File: src/rtl/pipe_hazard_ctrl_pkg.sv
// pipe_hazard_ctrl_pkg: shared FSM states, forwarding encodings and drain default
package pipe_hazard_ctrl_pkg;
  typedef enum logic [1:0] {RUN, DRAIN, HALTED} state_t;
  localparam logic [1:0] FWD_RF = 2'b00;
  localparam logic [1:0] FWD_MEM = 2'b01;
  localparam logic [1:0] FWD_WB = 2'b10;
  localparam int DRAIN_CYCLES_DEF = 3;
endpackage

File: src/rtl/pipe_hazard_ctrl_fwd_sel.sv
// hazard_fwd_sel: EX operand source select, MEM result preferred over WB
module hazard_fwd_sel
  import pipe_hazard_ctrl_pkg::*;
(
  input  logic [4:0] rs,
  input  logic       mem_valid,
  input  logic       mem_wr,
  input  logic [4:0] mem_rd,
  input  logic       wb_valid,
  input  logic       wb_wr,
  input  logic [4:0] wb_rd,
  output logic [1:0] sel
);
  logic mem_hit, wb_hit;
  assign mem_hit = mem_valid & mem_wr & (mem_rd != 5'd0) & (mem_rd == rs);
  assign wb_hit = wb_valid & wb_wr & (wb_rd != 5'd0) & (wb_rd == rs);
  assign sel = mem_hit ? FWD_MEM : wb_hit ? FWD_WB : FWD_RF;
endmodule

File: src/rtl/pipe_hazard_ctrl.sv
// pipe_hazard_ctrl: stall/flush/forward control plus halt/trap drain FSM and stall counter
module pipe_hazard_ctrl
  import pipe_hazard_ctrl_pkg::*;
#(
  parameter int DRAIN_CYCLES = DRAIN_CYCLES_DEF,
  parameter int CNT_W = 32
) (
  input  logic             i_clk,
  input  logic             i_rst,
  input  logic             i_id_valid,
  input  logic [4:0]       i_id_rs1,
  input  logic [4:0]       i_id_rs2,
  input  logic             i_id_uses_rs1,
  input  logic             i_id_uses_rs2,
  input  logic             i_id_halt,
  input  logic             i_id_trap,
  input  logic             i_ex_valid,
  input  logic             i_ex_reg_wr_en,
  input  logic             i_ex_dmem_rd_en,
  input  logic [4:0]       i_ex_rd,
  input  logic [4:0]       i_ex_rs1,
  input  logic [4:0]       i_ex_rs2,
  input  logic             i_mem_valid,
  input  logic             i_mem_reg_wr_en,
  input  logic [4:0]       i_mem_rd,
  input  logic             i_wb_valid,
  input  logic             i_wb_reg_wr_en,
  input  logic [4:0]       i_wb_rd,
  input  logic             i_ex_redirect,
  input  logic             i_dmem_busy,
  output logic             o_pc_stall,
  output logic             o_ifid_stall,
  output logic             o_ifid_flush,
  output logic             o_idex_bubble,
  output logic             o_exmem_stall,
  output logic             o_memwb_stall,
  output logic [1:0]       o_fwd_rs1_sel,
  output logic [1:0]       o_fwd_rs2_sel,
  output logic             o_halted,
  output logic             o_trapped,
  output logic [CNT_W-1:0] o_stall_cnt
);
  localparam int DW = $clog2(DRAIN_CYCLES + 2);
  state_t state, state_nx;
  logic [DW-1:0] cnt, cnt_nx;
  logic trap_q, trap_nx;
  logic halted_s, drain_s, busy, redir, lu, accept, front_stall;
  logic unused_ok;
  assign unused_ok = i_ex_reg_wr_en;
  assign halted_s = state == HALTED;
  assign drain_s = state == DRAIN;
  assign busy = i_dmem_busy & ~halted_s;
  assign redir = i_ex_redirect & ~halted_s;
  assign lu = i_ex_valid & i_ex_dmem_rd_en & (i_ex_rd != 5'd0) & i_id_valid &
              ((i_id_uses_rs1 & (i_id_rs1 == i_ex_rd)) | (i_id_uses_rs2 & (i_id_rs2 == i_ex_rd)));
  assign accept = (state == RUN) & ~busy & ~redir & ~lu & i_id_valid & (i_id_halt | i_id_trap);
  assign front_stall = halted_s | busy | (~redir & (drain_s | lu));
  assign o_pc_stall = front_stall;
  assign o_ifid_stall = front_stall;
  assign o_ifid_flush = redir & ~busy;
  assign o_idex_bubble = halted_s | (~busy & (redir | drain_s | lu));
  assign o_exmem_stall = busy;
  assign o_memwb_stall = busy;
  assign o_halted = halted_s;
  assign o_trapped = halted_s & trap_q;
  hazard_fwd_sel u_fwd_rs1 (
    .rs(i_ex_rs1), .mem_valid(i_mem_valid), .mem_wr(i_mem_reg_wr_en), .mem_rd(i_mem_rd),
    .wb_valid(i_wb_valid), .wb_wr(i_wb_reg_wr_en), .wb_rd(i_wb_rd), .sel(o_fwd_rs1_sel)
  );
  hazard_fwd_sel u_fwd_rs2 (
    .rs(i_ex_rs2), .mem_valid(i_mem_valid), .mem_wr(i_mem_reg_wr_en), .mem_rd(i_mem_rd),
    .wb_valid(i_wb_valid), .wb_wr(i_wb_reg_wr_en), .wb_rd(i_wb_rd), .sel(o_fwd_rs2_sel)
  );
  always_comb begin
    state_nx = state;
    cnt_nx = cnt;
    trap_nx = trap_q;
    if (accept) begin
      state_nx = DRAIN;
      cnt_nx = DW'(DRAIN_CYCLES);
      trap_nx = i_id_trap;
    end else if (drain_s & ~busy & redir) begin
      state_nx = RUN;
      cnt_nx = '0;
      trap_nx = 1'b0;
    end else if (drain_s & ~busy) begin
      cnt_nx = (cnt != '0) ? cnt - DW'(1) : cnt;
      state_nx = (cnt <= DW'(1)) ? HALTED : DRAIN;
    end
  end
  always_ff @(posedge i_clk or negedge i_rst) begin
    if (!i_rst) begin
      state <= RUN;
      cnt <= '0;
      trap_q <= 1'b0;
      o_stall_cnt <= '0;
    end else begin
      state <= state_nx;
      cnt <= cnt_nx;
      trap_q <= trap_nx;
      if (o_pc_stall & ~halted_s & ~&o_stall_cnt) o_stall_cnt <= o_stall_cnt + CNT_W'(1);
    end
  end
endmodule
File: config.mk
export PLATFORM = sky130hd
export DESIGN_NAME = pipe_hazard_ctrl
export DESIGN_NICKNAME = d
export VERILOG_FILES = /design/src/rtl/pipe_hazard_ctrl_pkg.sv /design/src/rtl/pipe_hazard_ctrl_fwd_sel.sv /design/src/rtl/pipe_hazard_ctrl.sv
export SDC_FILE = /design/constraint.sdc
export NUM_CORES = 1
export LEC_CHECK = 0
export BUFFER_PORTS_ARGS = -buffer_cell sky130_fd_sc_hd__clkbuf_2
export CORE_ASPECT_RATIO = 0.6
export CORE_MARGIN = 1.5
export CORE_UTILIZATION = 25
export CTS_CLUSTER_DIAMETER = 200
export DETAILED_ROUTE_END_ITERATION = 12
export PLACE_DENSITY_LB_ADDON = 0.2
export SLEW_MARGIN = 40
export SYNTH_ARGS = -nofsm -noshare
export SYNTH_HDL_FRONTEND = slang
export SYNTH_SLANG_ARGS = --single-unit
File: constraint.sdc
create_clock -name i_clk -period 1.9 [get_ports i_clk]
set_input_delay 0.38 -clock i_clk [delete_from_list [all_inputs] [get_ports i_clk]]
set_output_delay 0.38 -clock i_clk [all_outputs]
set_load 0.005 [all_outputs]
Yosys cells after proc, flatten, opt, wreduce, memory -nomap -nowiden
Cells that the tools add are included.
{"block": "op_classes", "add_sub_neg": 2, "magnitude_cmp": 1, "eq_ne": 8, "mux": 14, "n_bitwise": 41, "reduce_logical": 11}
{"operator": "adder 32 x 1 -> 32 bit, second input constant", "count": 1}
{"operator": "AND reduction 32 bit", "count": 1}
{"operator": "== test 5 bit", "count": 6}
{"operator": "bitwise AND 1 bit", "count": 29}
{"operator": "2-to-1 mux 2 bit", "count": 8}
{"operator": "nonzero test 5 bit", "count": 3}
{"operator": "2-to-1 mux 3 bit", "count": 4}
{"operator": "nonzero test 3 bit", "count": 3}
{"operator": "bitwise OR 1 bit", "count": 8}
{"operator": "NOT 1 bit", "count": 4}
{"operator": "less-or-equal comparator 3 x 1 -> 1 bit, second input constant", "count": 1}
{"operator": "subtractor 3 x 1 -> 3 bit, second input constant", "count": 1}
{"operator": "== test 2 x 1 -> 1 bit, second input constant", "count": 1}
{"operator": "== test 2 bit, second input constant", "count": 1}
{"operator": "logical NOT 2 bit", "count": 1}
{"operator": "2-to-1 mux 1 bit", "count": 2}
{"operator": "AND reduction 2 bit", "count": 1}
{"operator": "nonzero test 2 bit", "count": 1}
{"operator": "logical NOT 1 bit", "count": 1}
{"block": "totals", "regBits": 38, "in_bits": 51, "out_inout_bits": 44, "elab_cells": 81}

Logic depth before layout (Yosys ltp)
Gate-level depths: netlist of run 1.
{"block": "depth", "depth_word": 11, "mapped_depth": 7, "ltp_nobuf": 7}

Modules after synthesis
From an unflattened synthesis of run 1, not the netlist that was laid out.
{"block": "unflattened", "hier_cells": 244, "hier_area_um2": 2454.9}
{"module": "pipe_hazard_ctrl", "n_inst": 1, "cells_per_inst": 204, "area_per_inst_um2": 2124.5, "seq_area_each_um2": 950.9}
{"module": "hazard_fwd_sel", "n_inst": 2, "cells_per_inst": 20, "area_per_inst_um2": 165.2, "seq_area_each_um2": 0.0}

Worst setup path after synthesis of run 1
OpenSTA, ideal clock, no wires.
{"block": "synth_path", "path_type": "register -> register", "from": "register o_stall_cnt[15]", "to": "register o_stall_cnt[1]", "setup_ps": 125, "arrival_ps": 1964, "required_time_ps": 1775, "setup_slack_ps": -189, "path_stages_with_launch": 7, "path_buffers": 1, "synth_period_minus_slack_ps": 2089, "cell_sequence": "dfrtp_1 > nand3_1 > nor4_1 > nand4b_1 > nand3b_1 > buf_2 > mux2_2"}
{"block": "synth_via", "elab_chain_len": 3}
{"item": "start, declared", "line": "pipe_hazard_ctrl.sv:41", "source": "output logic [CNT_W-1:0] o_stall_cnt"}
{"item": "start signal, assigned", "line": "pipe_hazard_ctrl.sv:101", "source": "if (o_pc_stall & ~halted_s & ~&o_stall_cnt) o_stall_cnt <= o_stall_cnt + CNT_W'(1);"}
{"item": "AND reduction 32 bit", "line": "pipe_hazard_ctrl.sv:101"}
{"item": "logical NOT 1 bit", "line": "pipe_hazard_ctrl.sv:101"}
{"item": "bitwise AND 1 bit", "line": "pipe_hazard_ctrl.sv:101"}
No other way between the ends.
A chain may end at the register's enable or synchronous reset.

Worst setup path in the final report of run 1
{"block": "layout_path", "from": "input i_mem_rd[0]", "to": "output o_fwd_rs1_sel[1]"}
{"block": "layout_via", "elab_chain_len": 4, "elab_cells_between_ends": 5, "cone_classes": "1 x eq/ne; 1 x mux; 2 x bitwise; 1 x reduce/logical"}
{"item": "start, declared", "line": "pipe_hazard_ctrl.sv:25", "source": "input logic [4:0] i_mem_rd,"}
{"item": "nonzero test 5 bit", "line": "pipe_hazard_ctrl_fwd_sel.sv:15", "source": "assign mem_hit = mem_valid & mem_wr & (mem_rd != 5'd0) & (mem_rd == rs);"}
{"item": "bitwise AND 1 bit", "line": "pipe_hazard_ctrl_fwd_sel.sv:15"}
{"item": "bitwise AND 1 bit *", "line": "pipe_hazard_ctrl_fwd_sel.sv:15"}
{"item": "2-to-1 mux 2 bit *", "line": "pipe_hazard_ctrl_fwd_sel.sv:17", "source": "assign sel = mem_hit ? FWD_MEM : wb_hit ? FWD_WB : FWD_RF;"}
{"item": "end, declared", "line": "pipe_hazard_ctrl.sv:37", "source": "output logic [1:0] o_fwd_rs1_sel,"}
Mark *: on every way between the ends. The rest lies on a longest branch, timed or not.

==> results of run 1 <==
[critical path: cells and delay by family]
kind	cells	cell delay, ps
compound gates	1	270
simple gates	3	820
buf+inv	2	250
[through the flow]
| step | utilization (%) | hold WS, ps |
|---|---|---|
| 3_5_place_dp | 38.2 | 482 |
| 6_report | 46.4 | 156 |
| 4_1_cts | 42.0 | 182 |
| 3_3_place_gp | 38.2 | 475 |
| 2_1_floorplan | - | 84.4 |
| 5_1_grt | 46.4 | 206 |
[timing repair]
action | in CTS | in global routing
buffers inserted | 4 | 6
endpoints found under the setup margin | 30 | 38
resized for setup | 31 | 70
gates cloned | 0 | 3
pin swaps | 12 | 39
[registers in the layout, summed over array words and instances, names as in the netlist]
signal,count
state,2
cnt,3
trap_q,1
o_stall_cnt,32
[path summary, 6_finish.rpt]
kind / end / slack, ps / depth (start not counted) / startpoint
max in group asynchronous: o_stall_cnt[14]$_DFFE_PN0P_ / 1380 / 2 / i_rst
worst max-delay path: o_fwd_rs1_sel[1] / -200 / 6 / i_mem_rd[0]
worst max register to register: o_stall_cnt[1]$_DFFE_PN0P_ / -110 / 8 / o_stall_cnt[3]$_DFFE_PN0P_
worst min register to register: o_stall_cnt[31]$_DFFE_PN0P_ / 530 / 1 / o_stall_cnt[31]$_DFFE_PN0P_
min in group i_clk: trap_q$_DFFE_PN0P_ / 330 / 3 / i_id_trap
worst min-delay path: trap_q$_DFFE_PN0P_ / 160 / 2 / i_rst
[power groups by stage]
stage	combinational (mW)	sequential [mW]	clock (mW)
floorplan	0.128	0.889	0
detailed placement	0.349	0.883	0
CTS	0.381	0.870	0.863
global route	0.450	0.873	0.910
finish	0.413	0.870	0.843
global placement	0.344	0.881	0
[cells in the mapped netlist (2+ instances only)]
library cell / number / share of area, %
a21oi_1: 4 / 0.82
nor3_1: 9 / 1.8
inv_1: 10 / 1.5
and2_1: 2 / 0.51
nand2_1: 26 / 4.0
nand4_1: 6 / 1.5
ha_1: 4 / 2.0
xor2_1: 35 / 13
xnor2_1: 27 / 9.7
nand3b_1: 2 / 0.61
or4_1: 4 / 1.2
nor2_1: 17 / 2.6
and3_1: 5 / 1.3
nor4_1: 12 / 3.1
o211ai_1: 4 / 1.2
buf_2: 3 / 0.61
nand2b_1: 4 / 1.0
or3_1: 3 / 0.77
nand3_1: 17 / 3.5
dfrtp_1: 38 / 39
buf_4: 4 / 1.2
[layer usage]
metal	GRT usage, %	up-vias	part of all wire, %
li1	-	1263	-
met1	22.5	1230	50
met2	21.3	63	43
met3	4.36	6	5.9
met4	2.64	0	0.65
met5	0	-	0
[logic make-up after synthesis]
group,Yosys count,share of synthesized area (%)
buf+inv,18,3.53
flops,38,38.9
simple gates,118,26.7
compound gates,19,5.68
fa+ha+maj,4,2.05
mux,2,0.870
xor+xnor,62,22.2
[final cells by class]
class                           instances  area [um2]  area share, %
Clock buffer                            7         143           3.30
Clock inverter                          1        5.00          0.116
Inverter                               10        37.5          0.868
Multi-Input combinational cell        205        1810           41.8
Timing Repair Buffer                  172        1220           28.2
Tap cell                              130         163           3.76
Sequential cell                        38         951           22.0
==> key figures, run 1 <==
Setup path
  • CP peak stage delay: 520 ps
  • Critical Path Source Type: input port
  • Worst path slowest cell: or4_4
  • CP Capture Type: output pin
  • Critical Path Most Common Cell: nor4_2
  • CP Data Required Time: 1520 ps
  • Critical Path Fanout Max: 2
  • Critical Path AT: 1720 ps
  • CP Cell Sequence: buf_6 > or4_4 > o211ai_1 > nor4_2 > nor4_2 > buf_2
  • Crit path kind: input port to output pin

Pwr
  • Clock Power Share: 39.6%
  • Cell Pwr Density: 492 nW/um2
  • Sw frac: 25.6%
  • Total power: 2.13 mW
  • Pleak: 2.36 nW
  • Comb pwr share: 19.4%
  • Switching Power: 0.544 mW
  • Power Internal: 1.58 mW
  • Share of power burned in registers: 40.9%
  • Peak supply drop: 295 uV

Clock tree
  • Clk_lat worst skew: 280 ps
  • CTS Buffer Depth: 2
  • Sink Count: 38
  • Total CTS buffers: 5
  • Worst-path clk slew: 60 ps
  • Root buf cell: clkbuf_16
  • H-tree depth: 2
  • Hold-fix buffers at CTS: 0
  • CTS tree: done

Synth
  • Mapped Nets: 316
  • Register area share after synthesis: 38.9%
  • Post-Syn Instances: 261
  • Ys Warns: 0
  • Number of synthesized flops with an enable pin: 0
  • Asr flop ratio synth: 100%
  • Cell Area, Synth: 2440 um2
  • Syn avg cell area: 9.36 um2
  • Ys flop type: dfrtp_1
  • Yosys cell types: 46
  • Seq cells post-synth: 38

Routing
  • DRT Pass-1 Iters: 4
  • Drt total wl: 7870 um
  • Initial DRC count: 97
  • ANT nets after route: 0
  • DRC: 0
  • WL/cell: 14.0 um
  • Drt via density: 4.55
  • Via count: 2,562

Layout
  • Most frequent cells in the layout: clkbuf_2, buf_4, dfrtp_1, xor2_1, nand2_1
  • Diodes inserted: 0
  • Commonest non-fill, non-tap cell in the layout: clkbuf_2
  • Layout Nets: 487
  • Finished Cell Area: 4330 um2
  • Fraction of layout cells with a size suffix above 1: 54.7%
  • Fill count: 909
  • Synth-to-Final Area Change: 77.0%
  • Non-filler cells, final: 563

STA
  • Worst-margin pin slew: 522 ps
  • Min Clock Period, post-route: 2100 ps
  • Slew Viols, Final: 0
  • Slew HR: 65.2%
  • # setup viols final: 24
  • FMAX: 477 MHz
  • Final hold vios: 0
  • Setup TNS: -1550 ps
  • Final worst-path cycle share: 110%
  • Fin worst setup slack: -198 ps
  • RSZ-0062 raised after global routing: true
  • Clock skew: 2.28 ps

Placement
  • Cell area after placement: 3560 um2
  • Routability Congestion: 0.899
  • Placed wire-length estimate: 5810 um
  • Port Buffers: 93
  • DP Worst Slack: -302 ps
  • Post-Place Cells: 543

Global routing
  • Total GRT Usage: 15.0%
  • Largest net degree at the start of global routing: 39
  • First-pass GRT wire length: 12,000 um
  • Initial antenna violation count: 0
  • Gr ovfl total: 0
  • Number of global-route vias before repair: 2,442

Floorplan
  • Initial Util: 26.2%
  • Die Wd: 131 um
  • Die Ht: 79.6 um
  • Core box area: 9320 um2
  • Rows: 27
  • Die area: 10,400 um2
  • Top-Level Pins: 95

Run status
  • Failing checks: setup timing
  • Status: finished with violations

Worst hold path
  • Min-delay worst type: input port to asynchronous set/reset pin

Flow run
  • Maxcap violations: 0
Note: power is estimated with default switching activity, not from simulation.
==> run 2: changes to the inputs <==
- SETUP_SLACK_MARGIN: default -> 0.5
- SYNTH_HIERARCHICAL: default -> 1
==> run 2 against run 1 <==
Against the previous run:
- the run still ends with setup timing left
- count of clock-buffer cells in the layout down 2
- clock power up 14%
- sequential share of layout area down 0.56 points
- maximum frequency down 2.1%
- register-to-register slack worse by 110 ps
- clock skew up 2.7 ps
- combinational power rose to 4.5 times the previous value
- utilization up 1.1 points
- non-clock buffer count down 6
- largest power group is now combinational cells
==> key figures, run 2 <==
Synth
  • Cell Area, Synth: 2450 um2
  • Ys flop type: dfrtp_1
  • Ys Warns: 6
  • Syn avg cell area: 10.1 um2
  • Yosys cell types: 42
  • Largest area contributor in the netlist: dfrtp_1
  • Seq cells post-synth: 38
  • Register area share after synthesis: 38.7%
  • Number of synthesized flops with an enable pin: 0
  • Asr flop ratio synth: 100%
  • Post-Syn Instances: 244
  • Synth top cells by count: xnor2_1, dfrtp_1, nand4_1, nand2_1, nand3_1
  • Most frequent cell after synthesis: xnor2_1
  • Post-synth top area share: 38.7%
  • Area contributors post-synth: dfrtp_1, xnor2_1, nand4_1
  • Mapped Nets: 299

Placement
  • Port Buffers: 93
  • Routability Congestion: 0.795
  • Placed wire-length estimate: 5670 um

Setup path
  • Reg2reg start: o_stall_cnt[0]$_DFFE_PN0P_
  • CP peak stage delay: 520 ps
  • CP Cell Sequence: buf_6 > or4_4 > o2111ai_2 > inv_2 > and2_4 > nor2_4 > a31oi_1 > buf_2
  • CP Data Required Time: 1520 ps
  • CP Capture Type: output pin
  • Critical path buffers and inverters: 3
  • Critical Path Source Type: input port
  • CP top delay family: simple AND/OR/NAND/NOR gates
  • Critical Path AT: 1760 ps
  • R2r setup slk: -220 ps
  • RR Endpoint: o_stall_cnt[22]$_DFFE_PN0P_
  • Critical Path Fanout Max: 2
  • Worst R2R Path Depth: 9
  • Crit path kind: input port to output pin
  • Worst path slowest cell: or4_4

Layout
  • Largest register by flop count: o_stall_cnt
  • Most frequent cells in the layout: clkbuf_2, buf_4, xnor2_1, dfrtp_1, nand4_1
  • Fraction of layout cells with a size suffix above 1: 60.7%
  • Largest regs: o_stall_cnt: 32 flops, cnt: 3 flops, state: 2 flops
  • Commonest non-fill, non-tap cell in the layout: clkbuf_2
  • Diodes inserted: 0
  • Fill count: 902
  • Core Util, Final: 47.5%
  • Synth-to-Final Area Change: 81.0%
  • Layout Nets: 466
  • Max reg flops: 32

Pwr
  • Clock Power Share: 24.8%
  • Cell Pwr Density: 869 nW/um2
  • Total power: 3.86 mW
  • Share of power burned in registers: 27.2%
  • Power Internal: 2.54 mW
  • Peak supply drop: 467 uV
  • Pleak: 2.15 nW
  • Comb pwr share: 48.0%
  • Switching Power: 1.32 mW
  • Sw frac: 34.2%

Global routing
  • GRT met1 Usage: 23.0%
  • Total GRT Usage: 15.1%
  • Most Crowded Layer GR: met1
  • Met2 usage: 21.5%
  • First-pass GRT wire length: 12,100 um
  • Met3 Use GR: 3.55%
  • Initial antenna violation count: 0
  • Number of global-route vias before repair: 2,381
  • Gr ovfl total: 0
  • Largest net degree at the start of global routing: 39

STA
  • FMAX: 467 MHz
  • Fin worst setup slack: -243 ps
  • Min Clock Period, post-route: 2140 ps
  • Worst-margin pin slew: 531 ps
  • Final worst-path cycle share: 113%
  • Slew Viols, Final: 0
  • Final hold vios: 0
  • Setup TNS: -5030 ps
  • RSZ-0062 raised after global routing: true
  • # setup viols final: 39
  • Slew HR: 64.5%
  • Clock skew: 4.95 ps

Floorplan
  • Core box area: 9360 um2
  • Die Wd: 131 um
  • Die Ht: 79.8 um
  • Die area: 10,400 um2
  • Rows: 27
  • Top-Level Pins: 95
  • Initial Util: 26.2%

Routing
  • Drt total wl: 8030 um
  • Drt via density: 4.52
  • Initial DRC count: 110
  • DRC: 0
  • ANT nets after route: 0
  • DRT Pass-1 Iters: 4
  • WL/cell: 14.8 um
  • Via count: 2,448

Clock tree
  • Total CTS buffers: 5
  • CTS tree: done
  • Worst-path clk slew: 60 ps
  • H-tree depth: 2
  • Sink Count: 38
  • Clk_lat worst skew: 280 ps
  • Root buf cell: clkbuf_16
  • CTS Buffer Depth: 2

Run status
  • Failing checks: setup timing
  • Status: finished with violations

Worst hold path
  • Min-delay worst type: input port to asynchronous set/reset pin

Flow run
  • Maxcap violations: 0
==> run 2: changes by cell type in the layout (fill, tap and decap cells not counted), sizes merged, moves of 4 or more <==
cell,before,now
nand2,27,20
or4,5,1
buf,85,93
xnor2,27,53
clkbuf,94,78
nor3,10,6
nor2,17,12
xor2,35,3
nor4,13,4
nand4,6,23
==> run 2: cells by family (layout without fill, tap and decap cells) <==
logic type | Yosys count | after routing | share of synthesized area, %
buf+inv | 19 | 187 | 4.13
xor+xnor | 56 | 56 | 20.0
flops | 38 | 38 | 38.7
fa+ha+maj | 4 | 4 | 2.04
mux | 3 | 3 | 1.33
compound gates | 23 | 23 | 8.82
simple gates | 101 | 101 | 25.0
==> run 2: layout make-up <==
class	instances	area, um2	share of cell area, %
clock buffers	5	125	2.82
clock inverters	3	40.0	0.901
inverters	13	60.1	1.35
multi-input cells	187	1850	41.6
flip-flops and latches	38	952	21.4
well taps	130	163	3.66
repair buffers	166	1260	28.3
==> run 2: worst max-delay path by stage <==
stage                          startpoint  cells after the start  slack [ps]                           to
3_3_place_gp                   i_ex_rd[1]                      9        -410   o_stall_cnt[1]$_DFFE_PN0P_
2_1_floorplan  o_stall_cnt[0]$_DFFE_PN0P_                      9        -220  o_stall_cnt[13]$_DFFE_PN0P_
6_report                       i_ex_rd[1]                      8        -240                   o_pc_stall
3_5_place_dp                   i_ex_rd[1]                      8        -400   o_stall_cnt[1]$_DFFE_PN0P_
4_1_cts                        i_ex_rd[1]                      8        -200                o_idex_bubble
5_1_grt        o_stall_cnt[0]$_DFFE_PN0P_                      9        -280  o_stall_cnt[22]$_DFFE_PN0P_
==> run 2: layer usage <==
metal | wire length [um] | up-vias
met5 | 0 | -
met4 | 48 | 0
met3 | 313 | 6
met2 | 3410 | 54
met1 | 4260 | 1167
li1 | - | 1221
==> run 2: repair_timing <==
action                                  in CTS  in global routing
cloned                                       0                  3
endpoints found under the setup margin      49                 50
buffers inserted                            13                  5
gates resized for setup                     58                 83
pin swaps                                   32                 48
hold buffers                                 0                  0
==> run 2: through the flow <==
step | cell area (um2) | cells | hold WS [ps] | worst slack [ps]
final | 4440 | 542 | 149 | -243
after global routing | 4440 | 542 | 198 | -279
after CTS | 4030 | 534 | 167 | -196
after global placement | 3450 | 513 | 476 | -409
after detailed placement | 3450 | 513 | 473 | -396
after floorplan | 2460 | 244 | 84.4 | -224
==> run 2: power groups by stage <==
stage / clock network [mW] / registers, mW / logic (mW)
CTS: 0.971 / 1.04 / 1.44
floorplan: 0 / 1.08 / 0.612
finish: 0.957 / 1.05 / 1.85
detailed placement: 0 / 1.04 / 1.21
global route: 1.02 / 1.06 / 1.99
global placement: 0 / 1.04 / 1.19
==> run 3: changes to the inputs <==
- BUFFER_PORTS_ARGS: -buffer_cell sky130_fd_sc_hd__clkbuf_2 -> -buffer_cell sky130_fd_sc_hd__buf_2
- CTS_BUF_LIST: default -> sky130_fd_sc_hd__clkbuf_16
==> run 3 against run 2 <==
Against the previous run:
- the run still ends with setup timing left
- maximum frequency fell by 1.9%
- total power fell by 4.5%
- global-route usage rose by 0.40 points
- register-to-register slack got worse by 60 ps
- sequential share of layout area rose by 0.31 points
- worst hold slack improved by 2.6 ps
- flip-flop and latch count did not move
- die area did not move
- first-iteration DRC count fell by 12%
- utilization fell by 0.67 points
- critical path type is now flip-flop to flip-flop
- largest power group unchanged
==> key figures, run 3 (synthesis gave the netlist of run 2 again) <==
Layout
  • Diodes inserted: 0
  • Largest register by flop count: o_stall_cnt
  • Fraction of layout cells with a size suffix above 1: 59.0%
  • Finished Cell Area: 4380 um2
  • Commonest non-fill, non-tap cell in the layout: buf_2
  • Max reg flops: 32
  • Largest regs: o_stall_cnt: 32 flops, cnt: 3 flops, state: 2 flops
  • Layout Nets: 467
  • Most frequent cells in the layout: buf_2, buf_4, xnor2_1, dfrtp_1
  • Synth-to-Final Area Change: 78.5%

STA
  • # setup viols final: 40
  • Final hold vios: 0
  • Final worst-path cycle share: 115%
  • RSZ-0062 raised after global routing: true
  • Slew HR: 66.1%
  • Fin worst setup slack: -284 ps
  • Setup TNS: -7340 ps
  • Clock skew: 4.18 ps
  • Slew Viols, Final: 0
  • FMAX: 458 MHz
  • Worst-margin pin slew: 509 ps
  • Min Clock Period, post-route: 2180 ps

Pwr
  • Pleak: 2.14 nW
  • Cell Pwr Density: 842 nW/um2
  • Peak supply drop: 438 uV
  • Total power: 3.69 mW

Routing
  • DRC: 0
  • Drt via density: 4.59
  • WL/cell: 14.8 um
  • ANT nets after route: 0
  • Drt total wl: 8040 um
  • Initial DRC count: 97
  • DRT Pass-1 Iters: 4
  • Via count: 2,488

Setup path
  • Critical Path Fanout Max: 6
  • Critical path buffers and inverters: 3
  • CP Data Required Time: 2100 ps
  • Worst path slowest cell: dfrtp_1
  • Critical Path AT: 2390 ps
  • Critical Path Source Type: flip-flop
  • CP top delay family: simple AND/OR/NAND/NOR gates
  • CP peak stage delay: 360 ps
  • CP Capture Type: flip-flop
  • CP Cell Sequence: ha_2 > nand4_1 > nor4_4 > nor3b_4 > and2b_4 > nor3_4 > buf_12 > buf_12 > buf_16 > nand4_1 > xnor2_1
  • Crit path kind: flip-flop to flip-flop

Global routing
  • Largest net degree at the start of global routing: 39
  • First-pass GRT wire length: 12,600 um
  • Total GRT Usage: 15.5%
  • Gr ovfl total: 0
  • Initial antenna violation count: 0
  • Number of global-route vias before repair: 2,472

Floorplan
  • Rows: 27
  • Die area: 10,400 um2
  • Die Wd: 131 um
  • Core box area: 9360 um2
  • Initial Util: 26.2%
  • Top-Level Pins: 95
  • Die Ht: 79.8 um

Clock tree
  • Total CTS buffers: 5
  • H-tree depth: 2
  • Sink Count: 38
  • Hold-fix buffers at CTS: 0
  • Worst-path clk slew: 60 ps
  • Clk_lat worst skew: 280 ps
  • Root buf cell: clkbuf_16
  • CTS Buffer Depth: 2
  • CTS tree: done

Placement
  • Placed wire-length estimate: 5570 um
  • Port Buffers: 93
  • Cell area after placement: 3450 um2
  • DP Worst Slack: -426 ps
  • Routability Congestion: 0.787

Flow run
  • Maxcap violations: 0

Worst hold path
  • Min-delay worst type: input port to asynchronous set/reset pin

Run status
  • Failing checks: setup timing
  • Status: finished with violations
==> run 3: per-stage QoR <==
step	utilization, %	hold WS, ps	std cells
2_1_floorplan	-	84.4	244
3_3_place_gp	36.9	479	513
3_5_place_dp	36.9	477	513
4_1_cts	43.8	178	536
5_1_grt	46.8	202	542
6_report	46.8	151	542
==> run 3: path summary, 6_finish.rpt <==
kind                                             startpoint                     endpoint  slack, ps  cells past startpoint
worst min register to register  o_stall_cnt[29]$_DFFE_PN0P_  o_stall_cnt[29]$_DFFE_PN0P_        490                      1
worst max register to register   o_stall_cnt[0]$_DFFE_PN0P_  o_stall_cnt[13]$_DFFE_PN0P_       -280                     11
min in group i_clk                                i_id_trap           trap_q$_DFFE_PN0P_        350                      3
max in group asynchronous                             i_rst         state[1]$_DFFE_PN0P_       1370                      2
worst min-delay path                                  i_rst   o_stall_cnt[8]$_DFFE_PN0P_        150                      2
worst max-delay path             o_stall_cnt[0]$_DFFE_PN0P_  o_stall_cnt[13]$_DFFE_PN0P_       -280                     11
==> run 3: area by class of cell <==
class	count	area (um2)
well taps	130	163
inverters	13	77.6
multi-input cells	187	1770
clock inverters	2	7.51
clock buffers	5	125
fillers	906	4980
repair buffers	167	1290
flip-flops and latches	38	952
==> run 3: report_power, final <==
part | switching [mW] | internal (mW)
Combinational | 0.858 | 1.01
Clock | 0.310 | 0.469
Sequential | 0.0963 | 0.943
Total | 1.26 | 2.42
==> run 3: routing by layer <==
layer  part of all wire (%)  vias to the layer above  track usage [%]
li1                       -                     1212                -
met1                     51                     1207             22.7
met2                     44                       65             23.0
met3                    4.6                        4             4.22
met4                   0.47                        0             2.42
met5                      0                        -                0
==> run 3: repair_timing <==
item                       4_1_cts  5_1_grt
resized for setup               71       46
pin swaps                       39       33
gates cloned                     3        0
setup endpoints to repair       49       49
buffers inserted                13        6
